## src/rtl/led_matrix_scanner.sv

```systemverilog
// Double-buffered 8x8 RGB frame store with row-scan driver for active-low column buses.
// Pixels are written into the back buffer; the front buffer is scanned one row per ROW_TICKS.
module led_matrix_scanner #(
  parameter int ROW_TICKS   = 10000,
  parameter int BLANK_TICKS = 16
) (
  input  logic       CLK,
  input  logic       Clear,
  input  logic       wr_en,
  input  logic [2:0] wr_row,
  input  logic [2:0] wr_col,
  input  logic [2:0] wr_rgb,
  input  logic       clr_buf,
  input  logic       swap_req,
  output logic       swap_ack,
  output logic       frame_start,
  output logic [2:0] S,
  output logic [7:0] position_R,
  output logic [7:0] position_G,
  output logic [7:0] position_B
);

  localparam int TW = (ROW_TICKS > 2) ? $clog2(ROW_TICKS) : 1;
  localparam logic [TW-1:0] LAST_TICK = TW'(ROW_TICKS - 1);
  localparam logic [TW-1:0] BLANK_END = TW'(BLANK_TICKS);

  logic [TW-1:0] tick_q, tick_d;
  logic [2:0]    s_q, s_d;
  logic          front_sel_q, pending_q;
  logic          swap_ack_q, frame_start_q;
  logic [7:0]    pos_r_q, pos_g_q, pos_b_q;

  // Colour planes, one bit per pixel, indexed by {row, col}.
  logic [63:0]   red_q [2];
  logic [63:0]   grn_q [2];
  logic [63:0]   blu_q [2];

  logic          row_end, boundary, take_swap, blank, back_sel;

  always_comb begin
    row_end   = (tick_q == LAST_TICK);
    boundary  = row_end && (s_q == 3'd7);
    take_swap = boundary && (pending_q || swap_req);
    blank     = (tick_q < BLANK_END);
    back_sel  = ~front_sel_q;
    tick_d    = row_end ? '0 : tick_q + 1'b1;
    s_d       = row_end ? s_q + 3'd1 : s_q;
  end

  always_ff @(posedge CLK) begin
    if (Clear) begin
      tick_q        <= '0;
      s_q           <= '0;
      front_sel_q   <= 1'b0;
      pending_q     <= 1'b0;
      swap_ack_q    <= 1'b0;
      frame_start_q <= 1'b0;
      pos_r_q       <= 8'hFF;
      pos_g_q       <= 8'hFF;
      pos_b_q       <= 8'hFF;
      red_q[0]      <= '0;
      red_q[1]      <= '0;
      grn_q[0]      <= '0;
      grn_q[1]      <= '0;
      blu_q[0]      <= '0;
      blu_q[1]      <= '0;
    end else begin
      tick_q        <= tick_d;
      s_q           <= s_d;
      frame_start_q <= boundary;
      swap_ack_q    <= take_swap;

      if (boundary) begin
        pending_q <= 1'b0;
        if (take_swap) front_sel_q <= ~front_sel_q;
      end else if (swap_req) begin
        pending_q <= 1'b1;
      end

      // Columns lag tick/S by one cycle, so the blank window covers the row change.
      if (blank) begin
        pos_r_q <= 8'hFF;
        pos_g_q <= 8'hFF;
        pos_b_q <= 8'hFF;
      end else begin
        pos_r_q <= ~red_q[front_sel_q][{s_q, 3'b000} +: 8];
        pos_g_q <= ~grn_q[front_sel_q][{s_q, 3'b000} +: 8];
        pos_b_q <= ~blu_q[front_sel_q][{s_q, 3'b000} +: 8];
      end

      // Back is chosen by the pre-swap front_sel, so a boundary-cycle write lands in the new front.
      if (clr_buf) begin
        red_q[back_sel] <= '0;
        grn_q[back_sel] <= '0;
        blu_q[back_sel] <= '0;
      end else if (wr_en) begin
        red_q[back_sel][{wr_row, wr_col}] <= wr_rgb[2];
        grn_q[back_sel][{wr_row, wr_col}] <= wr_rgb[1];
        blu_q[back_sel][{wr_row, wr_col}] <= wr_rgb[0];
      end
    end
  end

  assign swap_ack    = swap_ack_q;
  assign frame_start = frame_start_q;
  assign S           = s_q;
  assign position_R  = pos_r_q;
  assign position_G  = pos_g_q;
  assign position_B  = pos_b_q;

endmodule

```

## config.mk

```make
export PLATFORM = sky130hd
export DESIGN_NAME = led_matrix_scanner
export DESIGN_NICKNAME = d
export VERILOG_FILES = /design/src/rtl/led_matrix_scanner.sv
export SDC_FILE = /design/constraint.sdc
export NUM_CORES = 1
export LEC_CHECK = 0
export CAP_MARGIN = 20
export CORE_MARGIN = 2
export CORE_UTILIZATION = 67
export DETAILED_ROUTE_END_ITERATION = 6
export PLACE_DENSITY = 0.85
export SETUP_SLACK_MARGIN = 0.05
export SYNTH_ARGS = -nofsm -noshare
export SYNTH_HDL_FRONTEND = slang
export SYNTH_SLANG_ARGS = --single-unit
export TNS_END_PERCENT = 50
```

## constraint.sdc

```tcl
create_clock -name CLK -period 4.1 [get_ports CLK]
set_input_delay 0.41 -clock CLK [delete_from_list [all_inputs] [get_ports CLK]]
set_output_delay 0.41 -clock CLK [all_outputs]
set_load 0.02 [all_outputs]
```

==> results of run 1 <==
-- logic make-up after synthesis --
family / Yosys count / synth area share, %
simple gates: 590 / 13.0
flops: 430 / 64.1
compound gates: 166 / 5.61
mux: 148 / 14.0
buf+inv: 125 / 2.54
xor+xnor: 13 / 0.586
fa+ha+maj: 3 / 0.193
-- flip-flops by register name (all words and copies together) (netlist names), named ones only --
register / count
position_R: 8
tick_q: 14
swap_ack: 1
grn_q: 128
pending_q: 1
front_sel_q: 1
red_q: 128
position_G: 8
S: 3
frame_start: 1
blu_q: 128
position_B: 8
-- per-layer routing --
layer	part of all wire, %	vias up	wire length, µm
li1	-	5380	-
met1	33	6189	16000
met2	51	989	24600
met3	12	190	5740
met4	4.1	0	2000
met5	0	-	0
-- Yosys cell counts, types with 3 or more instances --
master      n
nor2_1    434
edfxtp_1  384
clkbuf_1   99
mux4_2     96
a21o_1     72
a21oi_1    61
nand3_1    53
dfxtp_1    46
nand2b_1   36
nand2_1    27
mux2i_1    26
mux2_2     24
o21bai_1   24
buf_2      17
xnor2_1    11
a31oi_1     7
buf_1       5
nor3_1      5
nor4_1      5
nand4_1     4
nor2b_1     4
ha_1        3
nor3b_1     3
-- how the worst max path moves through the flow --
stage,from,end,cells after the start
after global placement,wr_row[0],grn_q[0][7],5
after CTS,S[0],S[0],1
after global routing,S[0],S[0],1
after floorplan,Clear,blu_q[0][11],5
after detailed placement,wr_en,grn_q[0][29],6
final,S[0],S[0],1
-- power groups by stage --
stage	combinational [mW]	clock, mW	sequential (mW)
final	0.387	3.88	4.96
after floorplan	0.256	0	5.02
after global routing	0.406	4.05	4.97
after global placement	0.359	0	5.04
after detailed placement	0.375	0	5.05
after CTS	0.378	3.87	4.96
-- final cells by class --
class                           instances  area share (%)
Clock buffer                           54            5.18
Tap cell                              384            2.23
Antenna cell                            1          0.0116
Sequential cell                       430            57.8
Inverter                                3          0.0522
Timing Repair Buffer                   76            3.39
Clock inverter                         22            1.11
Multi-Input combinational cell        920            30.3
-- per-stage QoR --
step | total power, mW | hold slack [ns] | worst slack [ns] | utilization [%] | area [µm²]
after floorplan | 5.28 | 0.417 | 1.94 | - | 19400
after global routing | 9.42 | 0.421 | 1.34 | 75.4 | 21600
after global placement | 5.40 | 0.426 | 1.14 | 70.6 | 20200
after detailed placement | 5.43 | 0.445 | 0.981 | 70.6 | 20200
final | 9.23 | 0.427 | 1.38 | 75.4 | 21600
after CTS | 9.21 | 0.409 | 1.38 | 75.4 | 21600
==> results.cfg, run 1 <==
[setup_path]
worstPathArrival_ns = 2.31
cp_top_family = flip-flops
cp_slowest_cell = dfxtp_2
worstPathCellList = clkdlybuf4s50_1
critPathCaptureType = output port
crit_type = register to output port
worst_setup_path_start_kind = register
r2r_slack_ns = 1.53
required_ns = 3.69
slowest_delay_ns = 0.98
cp.buffers_inverters = 1
cp_max_fo = 28
r2r_end = position_R[1]
reg2reg_depth = 5

[power]
combPwrFrac_pct = 4.2
clkPwrFrac_pct = 42.0
p_sw_mw = 1.94
intPower_mw = 7.28
power_leakage_nw = 7.46
power_density_nw_per_um2 = 428
swShare_pct = 21.0
p_seq_share_pct = 53.8
ir_drop_uv = 387

[floorplan]
initial_utilization_pct = 67.9
core_area_um2 = 28600
boundaryPins = 43
rows = 62
die-height_um = 174
die_area_um2 = 30400
dieWidth_um = 174

[sta]
max_freq_mhz = 368
timing.final.crit_share_pct = 66.3
finalCriticalPeriod_ns = 2.72
tightest_slew_ns = 1.21
finalSetupViolCount = 0
slew_headroom_pct = 18.7
clock-skew-final_ns = 0.0228
hold_viol = 0
report.final.slew_viol_count = 0
grt_setup_unrepaired = no
setup_tns_ns = 0

[worst_hold_path]
hold_start = Clear
hold_class = primary input to register
hold_depth = 2
whs_endpoint = grn_q[0][1]

[placed_design]
gp_congestion = 0.820
port_buffers = 42
placed_cells = 1813
dp_hpwl_mm = 29.3

[cts]
cts_setup_buffers = 0
cts_sinks = 430
clk_pin_slew_ns = 0.06
h-tree-depth = 2
cts_buffers = 42
cts_tree = done
ctsResizeCount = 0
cts_root_buffer = clkbuf_16
hold_buffers = 0
clock_path_buffers = 3
insertion_delay_ns = 0.55

[logic_synthesis]
syn-num-nets = 1492
syn_avg_cell_area_um2 = 13.2
syn_area_um2 = 19400
synth_enable_flop_cells = 384
yosysTopAreaCell = edfxtp_1
synth_warnings = 0
synthArstFlopShare_pct = 0
yosysSeqAreaShare_pct = 64.1
ys_ff_latch = 430
synth_top_area_share_pct = 59.3
netlist_top_cells_area = edfxtp_1, mux4_2, nor2_1, dfxtp_1, a21o_1
ys_types = 43
synthCells = 1475
ys.flop_type = edfxtp_1

[final_layout]
stdcell_count = 1890
syn_to_final_growth_pct = 11.0
drive_gt1_share_pct = 15.9
final-seq-area_um2 = 12500
mostFrequentLayoutCell = nor2_1
final_cell_mix = nor2_1, edfxtp_1, mux4_2, a21o_1, a21oi_1
fillers = 1657
multi_input_area_um2 = 6530
nNetsFinal = 1490

[routing]
drtPass1Iterations = 6
drt_wl_total_mm = 48.4
drc_errors = 0
drt_iter0_markers = 1743
wl_per_cell_um = 25.6
vias = 12748
ant_nets = 0
vias_per_cell = 6.74

[global_routing]
grt_pass1_wl_mm = 74.1
grt_usage_pct = 32.5
grt_max_degree = 73
grt.busiest_layer = met2
overflow = 0
antenna_found_initial = 1
grtUsageMet1_pct = 40.7
grt_pass1_vias = 13196
use_met2_pct = 55.2
grt_util_met3_pct = 6.43

[job]
drv_cap = 0

[outcome]
outcome = finished, final reports clean
Power figures use the tool's default switching activity.
==> run 2: changes to the inputs <==
--- a/config.mk
+++ b/config.mk
@@ -7,9 +7,9 @@
 export LEC_CHECK = 0
 export CAP_MARGIN = 20
 export CORE_MARGIN = 2
-export CORE_UTILIZATION = 67
+export CORE_UTILIZATION = 62
 export DETAILED_ROUTE_END_ITERATION = 6
-export PLACE_DENSITY = 0.85
+export PLACE_DENSITY = 0.8
 export SETUP_SLACK_MARGIN = 0.05
 export SYNTH_ARGS = -nofsm -noshare
 export SYNTH_HDL_FRONTEND = slang
==> constraint.sdc (replaced) <==
create_clock -name CLK -period 2.62 [get_ports CLK]
set_input_delay 0.262 -clock CLK [delete_from_list [all_inputs] [get_ports CLK]]
set_output_delay 0.262 -clock CLK [all_outputs]
set_load 0.02 [all_outputs]
==> run 2 against run 1 <==
  * Die area rose by 7.9%
  * Routed wire length fell by 2.3%
  * Power rose by 53%
  * Via count fell by 0.49%
  * Cell area rose by 2.3%
  * Flip-flop and latch count did not move
  * Clock-buffer cell count rose by 13
  * Cell count rose by 3.4%
  * Largest power group unchanged
==> results.cfg, run 2 (same netlist as run 1, synthesis figures left out) <==
[setup_path]
critPathCaptureType = register
worst_setup_path_start_kind = register
worstPathArrival_ns = 2.94
cp_max_fo = 15
required_ns = 3.03
crit_type = register to register

[cts]
cts_tree = done
ctsResizeCount = 0
hold_buffers = 0
cts_sinks = 430
clock_path_buffers = 3
insertion_delay_ns = 0.54
clk_pin_slew_ns = 0.06
cts_buffers = 43
cts_setup_buffers = 0
h-tree-depth = 2
cts_root_buffer = clkbuf_16

[power]
combPwrFrac_pct = 4.4
ir_drop_uv = 534
p_sw_mw = 2.93
power_density_nw_per_um2 = 640
swShare_pct = 20.7
p_seq_share_pct = 54.9
clkPwrFrac_pct = 40.7
power_leakage_nw = 7.74
intPower_mw = 11.2

[placed_design]
gp_congestion = 0.833
dp_hpwl_mm = 29.8
port_buffers = 42
dp_slack_ns = 0.108

[final_layout]
top_regs = blu_q: 128 flops, grn_q: 128 flops, red_q: 128 flops
nNetsFinal = 1542
diodes = 0
final_cell_mix = nor2_1, edfxtp_1, mux4_2, a21o_1, buf_4
syn_to_final_growth_pct = 13.6
drive_gt1_share_pct = 18.5
mostFrequentLayoutCell = nor2_1
fillers = 2001

[sta]
timing.final.crit_share_pct = 96.3
finalSetupViolCount = 0
tightest_slew_ns = 1.08
clock-skew-final_ns = 0.0148
slew_headroom_pct = 27.7
report.final.slew_viol_count = 0
grt_setup_unrepaired = no
fin_ws_ns = 0.0974
finalCriticalPeriod_ns = 2.52
hold_viol = 0
max_freq_mhz = 396
setup_tns_ns = 0

[global_routing]
grt_usage_pct = 29.5
use_met2_pct = 49.6
grt.busiest_layer = met2
grt_pass1_vias = 13118
antenna_found_initial = 1
grtUsageMet1_pct = 37.5
grt_pass1_wl_mm = 73.0
grt_max_degree = 65
grt_util_met3_pct = 6.31
overflow = 0

[floorplan]
die_area_um2 = 32800
initial_utilization_pct = 63.2
dieWidth_um = 181
rows = 64
die-height_um = 181
core_area_um2 = 30700
boundaryPins = 43

[routing]
drt_iter0_markers = 1478
vias_per_cell = 6.49
drt_wl_total_mm = 47.3
drc_errors = 0
vias = 12686
drtPass1Iterations = 6
ant_nets = 0
wl_per_cell_um = 24.2

[worst_hold_path]
hold_class = primary input to register

[job]
drv_cap = 0

[outcome]
outcome = finished, final reports clean
-- run 2: changes by cell type in the layout (fill, tap and decap cells not counted), sizes merged --
cell      change
buf          +51
clkbuf       +13
bufinv        -5
clkinv        -2
clkinvlp      -2
diode         -1
inv           -1
-- run 2: path summary, 6_finish.rpt --
check	cells after the start	start	endpoint	slack (ns)
worst max-delay path	4	tick_q[7]	position_G[2]	0.1
worst min-delay path	2	Clear	grn_q[0][50]	0.30
worst max register to register	4	tick_q[7]	position_G[2]	0.1
worst min register to register	1	tick_q[0]	tick_q[0]	0.44
-- run 2: area by class of cell --
type	instances	area, µm²	share of cell area, %
timing repair buffer	127	1260	5.72
inverter	3	11.3	0.0510
multi-input combinational	920	6530	29.6
tap	396	495	2.24
sequential	430	12500	56.5
clock buffer	67	1260	5.70
clock inverter	12	53.8	0.244
-- run 2: metrics by stage --
step	util (%)	area, µm²	cells	total power [mW]	hold slack (ns)
6_report	71.8	22100	1955	14.1	0.296
5_1_grt	71.8	22100	1955	14.5	0.318
4_1_cts	71.8	22100	1955	14.2	0.287
3_5_place_dp	67.5	20800	1876	8.51	0.435
3_3_place_gp	67.5	20800	1876	8.48	0.424
2_1_floorplan	-	19400	1475	8.26	0.417
-- run 2: worst max-delay path, stage by stage (launching register included) --
cell and delay, ns:
dfxtp_1 0.34, or4_4 0.59, o31ai_4 0.92, nor2_1 0.17, a21oi_1 0.35
-- run 2: power groups by stage --
stage	Sequential, mW	Combinational, mW	Clock, mW
final	7.76	0.622	5.75
after global placement	7.89	0.589	0
after floorplan	7.86	0.401	0
after CTS	7.76	0.612	5.79
after global routing	7.77	0.656	6.07
after detailed placement	7.90	0.607	0
-- run 2: per-layer routing --
layer / vias to the layer above / wire (µm)
li1: 5487 / -
met1: 6242 / 16600
met2: 795 / 23200
met3: 162 / 5380
met4: 0 / 2040
met5: - / 0
==> run 3: changes to the inputs <==
--- a/config.mk
+++ b/config.mk
@@ -10,7 +10,6 @@
 export CORE_UTILIZATION = 62
 export DETAILED_ROUTE_END_ITERATION = 6
 export PLACE_DENSITY = 0.8
-export SETUP_SLACK_MARGIN = 0.05
 export SYNTH_ARGS = -nofsm -noshare
 export SYNTH_HDL_FRONTEND = slang
 export SYNTH_SLANG_ARGS = --single-unit
==> results of run 3 <==
No change in the layout: final DEF, timing and power equal those of run 2.
